[config.mk]
export PLATFORM = sky130hd
export DESIGN_NAME = relobi_cut
export DESIGN_NICKNAME = d
export VERILOG_FILES = /design/src/rtl/relobi_cut.sv
export SDC_FILE = /design/constraint.sdc
export NUM_CORES = 1
export LEC_CHECK = 0
export CAP_MARGIN = 20
export CORE_ASPECT_RATIO = 0.9
export CORE_MARGIN = 4
export CORE_UTILIZATION = 45
export CTS_CLUSTER_DIAMETER = 120
export DETAILED_ROUTE_END_ITERATION = 10
export PLACE_DENSITY = 0.74
export SLEW_MARGIN = 20
export SYNTH_ARGS = -nofsm -noshare
export SYNTH_HDL_FRONTEND = slang
export SYNTH_SLANG_ARGS = --single-unit
[constraint.sdc]
create_clock -name clk_i -period 13.3 [get_ports clk_i]
set_input_delay 3.325 -clock clk_i [delete_from_list [all_inputs] [get_ports clk_i]]
set_output_delay 3.325 -clock clk_i [all_outputs]
set_load 0.005 [all_outputs]
[src/rtl/relobi_cut.sv]
// Reliable OBI cut: a TMR-hardened spill register on the A and R channels.
// Handshakes are voted on entry; each slot-full flag is kept in three copies.
package obi_pkg;

  typedef struct packed {
    int unsigned AddrWidth;
    int unsigned DataWidth;
    bit          UseRReady;
  } obi_cfg_t;

  localparam obi_cfg_t ObiDefaultConfig = '{
    AddrWidth: 32,
    DataWidth: 32,
    UseRReady: 1'b1
  };

  typedef struct packed {
    logic [31:0] addr;
    logic        we;
    logic [3:0]  be;
    logic [31:0] wdata;
    logic        aid;
    logic        a_optional;
    logic [11:0] other_ecc;
  } relobi_a_chan_t;

  typedef struct packed {
    logic [31:0] rdata;
    logic        rid;
    logic        err;
    logic        r_optional;
    logic [7:0]  other_ecc;
  } relobi_r_chan_t;

  typedef struct packed {
    logic [2:0]     req;
    logic [2:0]     rready;
    relobi_a_chan_t a;
  } relobi_req_t;

  typedef struct packed {
    logic [2:0]     gnt;
    logic [2:0]     rvalid;
    relobi_r_chan_t r;
  } relobi_rsp_t;

  function automatic logic maj3(input logic [2:0] v);
    return (v[0] & v[1]) | (v[0] & v[2]) | (v[1] & v[2]);
  endfunction

  function automatic logic split3(input logic [2:0] v);
    return (|v) & ~(&v);
  endfunction

endpackage

module relobi_cut_chan #(
  parameter type data_t = logic
) (
  input  logic  clk_i,
  input  logic  rst_i,
  input  logic  valid_i,
  output logic  ready_o,
  input  data_t data_i,
  output logic  valid_o,
  input  logic  ready_i,
  output data_t data_o,
  output logic  split_o
);
  import obi_pkg::*;

  logic [2:0] a_full_q, a_full_d;
  logic [2:0] b_full_q, b_full_d;
  data_t      a_data_q, a_data_d;
  data_t      b_data_q, b_data_d;
  logic       a_full, b_full;
  logic       a_fill, a_drain;
  logic       b_fill, b_drain;

  assign a_full = maj3(a_full_q);
  assign b_full = maj3(b_full_q);

  // Next state comes from the voted flag, so a flipped copy heals in one cycle
  always_comb begin
    a_fill   = valid_i & ~b_full;
    a_drain  = a_full & ~b_full;
    b_fill   = a_drain & ~ready_i;
    b_drain  = b_full & ready_i;
    a_full_d = {3{a_fill | (a_full & ~a_drain)}};
    b_full_d = {3{b_fill | (b_full & ~b_drain)}};
    a_data_d = a_fill ? data_i : a_data_q;
    b_data_d = b_fill ? a_data_q : b_data_q;
  end

  always_ff @(posedge clk_i or posedge rst_i) begin
    if (rst_i) begin
      a_full_q <= '0;
      b_full_q <= '0;
      a_data_q <= '0;
      b_data_q <= '0;
    end else begin
      a_full_q <= a_full_d;
      b_full_q <= b_full_d;
      a_data_q <= a_data_d;
      b_data_q <= b_data_d;
    end
  end

  assign ready_o = ~b_full;
  assign valid_o = a_full | b_full;
  assign data_o  = b_full ? b_data_q : a_data_q;
  assign split_o = split3(a_full_q) | split3(b_full_q);

endmodule

module relobi_cut #(
  parameter obi_pkg::obi_cfg_t Cfg = obi_pkg::ObiDefaultConfig,
  parameter type relobi_req_t    = obi_pkg::relobi_req_t,
  parameter type relobi_rsp_t    = obi_pkg::relobi_rsp_t,
  parameter type relobi_a_chan_t = obi_pkg::relobi_a_chan_t,
  parameter type relobi_r_chan_t = obi_pkg::relobi_r_chan_t
) (
  input  logic        clk_i,
  input  logic        rst_i,
  input  relobi_req_t sbr_port_req_i,
  output relobi_rsp_t sbr_port_rsp_o,
  output relobi_req_t mgr_port_req_o,
  input  relobi_rsp_t mgr_port_rsp_i,
  output logic [1:0]  fault_o
);
  import obi_pkg::*;

  logic req_v, rready_v, gnt_v, rvalid_v;
  logic a_ready_up, a_valid_dn, a_split;
  logic r_ready_up, r_valid_dn, r_ready_dn, r_split;
  logic hs_split;
  relobi_a_chan_t a_payload;
  relobi_r_chan_t r_payload;

  assign req_v    = maj3(sbr_port_req_i.req);
  assign rready_v = maj3(sbr_port_req_i.rready);
  assign gnt_v    = maj3(mgr_port_rsp_i.gnt);
  assign rvalid_v = maj3(mgr_port_rsp_i.rvalid);

  // Without rready the upstream can never stall a response
  assign r_ready_dn = Cfg.UseRReady ? rready_v : 1'b1;

  assign hs_split = split3(sbr_port_req_i.req)
                  | split3(mgr_port_rsp_i.gnt)
                  | split3(mgr_port_rsp_i.rvalid)
                  | (Cfg.UseRReady & split3(sbr_port_req_i.rready));

  relobi_cut_chan #(
    .data_t (relobi_a_chan_t)
  ) u_a_cut (
    .clk_i   (clk_i),
    .rst_i   (rst_i),
    .valid_i (req_v),
    .ready_o (a_ready_up),
    .data_i  (sbr_port_req_i.a),
    .valid_o (a_valid_dn),
    .ready_i (gnt_v),
    .data_o  (a_payload),
    .split_o (a_split)
  );

  relobi_cut_chan #(
    .data_t (relobi_r_chan_t)
  ) u_r_cut (
    .clk_i   (clk_i),
    .rst_i   (rst_i),
    .valid_i (rvalid_v),
    .ready_o (r_ready_up),
    .data_i  (mgr_port_rsp_i.r),
    .valid_o (r_valid_dn),
    .ready_i (r_ready_dn),
    .data_o  (r_payload),
    .split_o (r_split)
  );

  always_comb begin
    mgr_port_req_o        = '0;
    mgr_port_req_o.req    = {3{a_valid_dn}};
    mgr_port_req_o.rready = Cfg.UseRReady ? {3{r_ready_up}} : 3'b111;
    mgr_port_req_o.a      = a_payload;
    sbr_port_rsp_o        = '0;
    sbr_port_rsp_o.gnt    = {3{a_ready_up}};
    sbr_port_rsp_o.rvalid = {3{r_valid_dn}};
    sbr_port_rsp_o.r      = r_payload;
  end

  assign fault_o = {a_split | r_split, hs_split};

endmodule

# Word-level counts from Yosys, hierarchy flattened

Index checks and enable logic that the tools add are counted.

Bits in registers: 256

Reduce and logical (&&, ||, !) cells: 16
Muxes and demuxes: 2
Bitwise logic cells: 88

Operators by type and width:

| kind              | number |
|---|---|
| $mux W83          | 1 |
| $and A1 B1 Y1     | 44 |
| $mux W43          | 1 |
| $or A1 B1 Y1      | 28 |
| $reduce_and A3 Y1 | 8 |
| $reduce_or A3 Y1  | 8 |
| $not A1 Y1        | 16 |

# Longest topological paths before layout

Depth after elaboration: 8
Gate-level depth with buffers: 5
Depth with buffers taken out: 3

# Modules after synthesis

A second synthesis with hierarchy kept.

Cells, all modules: 723
Area, all modules: 11290.8 um^2

By module, submodules not included:

| module                    | cells each | area an instance (um^2) | seq. area each (um^2) | times used |
|---|---|---|---|---|
| relobi_cut_chan (u_a_cut) | 454        | 7269.5                  | 4204.0                | 1 |
| relobi_cut_chan (u_r_cut) | 240        | 3813.7                  | 2202.1                | 1 |
| relobi_cut                | 29         | 207.7                   | 0.0                   | 1 |

# Worst setup path before layout

No wires, ideal clock.

Path type: input -> output
Start point: in sbr_port_req_i[84] in the netlist's numbering
End point: out fault_o[0]
Path buffers: 1
Cell stages on the path: 4
Path slack: 5860 ps
Required time: 9975 ps
Data arrival time: 4115 ps
Cell sequence: or3_1 -> a22oi_1 -> o2111ai_1 -> buf_4

Longest elaborated chain between the ends: 4
Elaborated cells between the ends (all ways): 5
Classes of those cells: bitwise (3); reduce/logical (2)

Ends and longest elaborated chain:

| what               | line | RTL |
|---|---|---|
| start: declaration | 125  | `input relobi_req_t sbr_port_req_i,` |
| $reduce_and A3 Y1  | 52   | `return (\|v) & ~(&v);` |
| $not A1 Y1         | 52   |  |
| $and A1 B1 Y1 *    | 52   |  |
| $or A1 B1 Y1 *     | 151  | `\| (Cfg.UseRReady & split3(sbr_port_req_i.rready));` |
| end: declaration   | 129  | `output logic [1:0] fault_o` |

Every way passes the cells marked *; elsewhere a longest branch is shown, timed or not.

# Worst setup path after layout

Ends and elaborated chain as after synthesis.

==> out/metrics.csv <==
stage,metric,value,unit
clocking,root buffer cell,clkbuf_16,
sta,Final period util,64.4,%
clocking,worst skew pair latency,530,ps
worst_setup_path,Crit path largest cell delay,540,ps
route,WL per Instance,18.8,um
run_status,status,finished clean,
sta,Slew headroom,29.3,%
route,Routed Antenna Nets,0,
worst_setup_path,Worst setup EP type,output pin,
synth,synth warn,0,
placed_design,routability cong.,0.757,
placed_design,Buffers on Ports,278,
worst_setup_path,Startpoint Class,primary input,
clocking,Num CTS Buffers,28,
pwr,Worst VDD drop,0.000115,V
die,width of the die,177,um
global_routing,initial antenna violation count,1,
worst_setup_path,Worst path most repeated cell,clkdlybuf4s50_1,
global_routing,number of global-route vias before repair,7305,
worst_setup_path,R2R Path Start,u_a_cut.b_full_q[0],
route,vias per cell,5.03,
flow_run,Max-Cap Viols,0,
worst_setup_path,flop2flop setup slack,9690,ps
worst_setup_path,Crit Path Category,in -> out,
placed_design,Cell Count Post-Placement,1293,
worst_setup_path,Crit Path Max Fanout,3,
global_routing,first-pass GRT wire length,40.4,mm
route,Initial DRC Count,371,
sta,clk_skew,12.0,ps
layout,Area Growth Syn to Fin,32.4,%
sta,Fin Hold WS,482,ps
die,Top-Level Pins,280,
clocking,Post-CTS Resized,0,
pwr,P_leak,0.00638,uW
placed_design,placed cell areas,14400,um^2
synth,"EDFF count, synth",0,
sta,setup violators final,0,
sta,setup TNS,0,ps
route,DR vias,6730,
clocking,# Post-CTS Setup Buffers,0,
clocking,clk buf depth,3,
worst_setup_path,crit path DAT,5240,ps
layout,post-layout util,60.5,%
worst_setup_path,reg2reg path depth,4,
clocking,H-Tree Depth,1,
synth,Avg Inst Size Synth,16.0,um^2
synth,Synth Flop Type,dfrtp_1,
die,Die ar.,28200,um^2
clocking,clock sinks,256,
synth,synthesized flop and latch total,256,
layout,"Cell Count, Final, Fillers Out",1339,
die,total core area,25200,um^2
worst_setup_path,reg2reg end,u_a_cut.a_data_q[2],
layout,Final nets,1121,
layout,fraction of layout cells with a size suffix above 1,42.4,%
worst_setup_path,CP Cell Sequence,"clkdlybuf4s50_1, or3_1, a22oi_1, o2111ai_1, clkdlybuf4s50_1",
synth,post-synthesis async set-or-reset flop share,100,%
worst_setup_path,Critical Path Slowest Stage Cell,clkdlybuf4s50_1,
sta,RSZ-0062 raised after global routing,false,
synth,sequential share of the synthesized area,55.7,%
worst_setup_path,"Req. time, crit path",9970,ps
route,WL final,25.2,mm
worst_setup_path,crit path from,sbr_port_req_i[84],
placed_design,Detailed Place HPWL,16.6,mm
hold_path,Hold/Removal Path Class,reg -> reg,
global_routing,largest net degree at the start of global routing,117,
clocking,CTS tree,done,
sta,worst-margin pin slew,1060,ps
sta,"Hold Vio Cnt, Final",0,
clocking,"Reg clk slew, reported paths",60,ps
die,Initial Util,45.7,%
die,die span in y,160,um
layout,fin area,15200,um^2
sta,Period minus WS final,8570,ps
clocking,CTS Hold Bufs,0,
sta,maximum clock rate,117,MHz
route,router iterations before antenna repair,4,
pwr,pwr/cell area,194,nW/um^2
synth,number of library cell types mapped by synthesis,24,
route,DRC Markers,0,
global_routing,All-Layer GR Usage,17.5,%
synth,Synth Instances,721,
die,row count,55,
global_routing,global route overflow,0,
sta,Max Slew Vio Count,0,
worst_setup_path,crit path capture,fault_o[0],
synth,Post-Syn Nets,861,
synth,Post-Syn Area,11500,um^2
hold_path,Hold Path Cell Cnt,1,
[kinds of logic (layout without fill, tap and decap cells)]
group / Yosys count / in the layout / share of synthesized area [%]
mux: 378 / 378 / 38.9
flops: 256 / 256 / 55.7
buf+inv: 58 / 333 / 3.74
simple gates: 22 / 22 / 1.17
fa+ha+maj: 3 / 3 / 0.283
compound gates: 3 / 3 / 0.185
other cells: 1 / 2 / 0.0326
[area by class of cell]
type | count | area [um^2]
clock inverters | 3 | 18.8
flip-flops and latches | 256 | 6410
well taps | 342 | 428
fillers | 1957 | 9950
inverters | 3 | 18.8
diodes | 1 | 2.50
multi-input cells | 407 | 4680
clock buffers | 42 | 845
repair buffers | 285 | 2840
[metrics by stage]
| stage | power [uW] | worst slack (ps) |
|---|---|---|
| after CTS | 3010 | 4690 |
| after floorplan | 1780 | 2930 |
| final | 2960 | 4730 |
| after global routing | 3130 | 4620 |
| after global placement | 2220 | 4710 |
| after detailed placement | 2250 | 4690 |
[state kept, by name, indices dropped and copies added (netlist names), named ones only]
register          cells
u_a_cut.a_data_q     83
u_a_cut.b_data_q     83
u_r_cut.a_data_q     43
u_r_cut.b_data_q     43
u_a_cut.b_full_q      1
u_r_cut.b_full_q      1
[routing by layer]
metal / track usage [%] / vias to the layer above / share of wire, % / wire length, um
met1: 23.0 / 3402 / 43 / 10800
met3: 6.27 / 35 / 8.9 / 2240
li1: - / 3092 / - / -
met4: 4.15 / 0 / 2.1 / 539
met2: 28.0 / 201 / 46 / 11600
met5: 0 / - / 0 / 0
[cells in the mapped netlist (3+ instances only)]
library cell | count | area share, %
mux2_2 | 306 | 30
dfrtp_1 | 256 | 56
mux2_4 | 59 | 7.7
buf_6 | 18 | 1.8
buf_2 | 17 | 0.74
buf_4 | 15 | 0.98
mux2_1 | 13 | 1.3
nand2_1 | 8 | 0.26
clkbuf_1 | 5 | 0.16
inv_1 | 3 | 0.098
nand3_1 | 3 | 0.13
or3_1 | 3 | 0.16
[critical path, delay by kind of cell]
| family | cells | cell delay, ps |
|---|---|---|
| AOI/OAI and AO/OA | 2 | 560 |
| buffers and inverters | 2 | 980 |
| and+or+nand+nor | 1 | 380 |
[report_power, final]
part | internal [uW] | switching, uW
combinational | 691 | 306
clock | 432 | 297
sequential | 1070 | 165
total | 2190 | 768
[worst min path at each step]
stage                         startpoint                    to
finish              u_a_cut.b_data_q[40]  u_a_cut.b_data_q[40]
global route        u_a_cut.b_data_q[34]  u_a_cut.b_data_q[34]
CTS                 u_r_cut.b_data_q[37]  u_r_cut.b_data_q[37]
detailed placement  u_a_cut.b_data_q[37]  u_a_cut.b_data_q[37]
global placement    u_a_cut.b_data_q[41]  u_a_cut.b_data_q[41]
floorplan           u_a_cut.b_data_q[33]  u_a_cut.b_data_q[33]
[layout by cell type (no fill, tap or decap), types with 2 or more instances in the layout]
cell,netlist,layout
clkbuf_16,0,29
mux2_4,59,59
or2_2,2,2
mux2_2,306,306
dfrtp_4,0,2
clkdlybuf4s50_1,0,278
clkinv_2,0,2
buf_4,15,7
clkbuf_1,5,6
nand2_1,8,7
inv_1,3,2
dfrtp_1,256,254
nand3_1,3,3
nor3b_4,1,2
mux2_1,13,13
maj3_2,2,2
clkbuf_8,0,7
nor2b_1,2,2
or3_1,3,3
(Power assumes the default switching activity.)
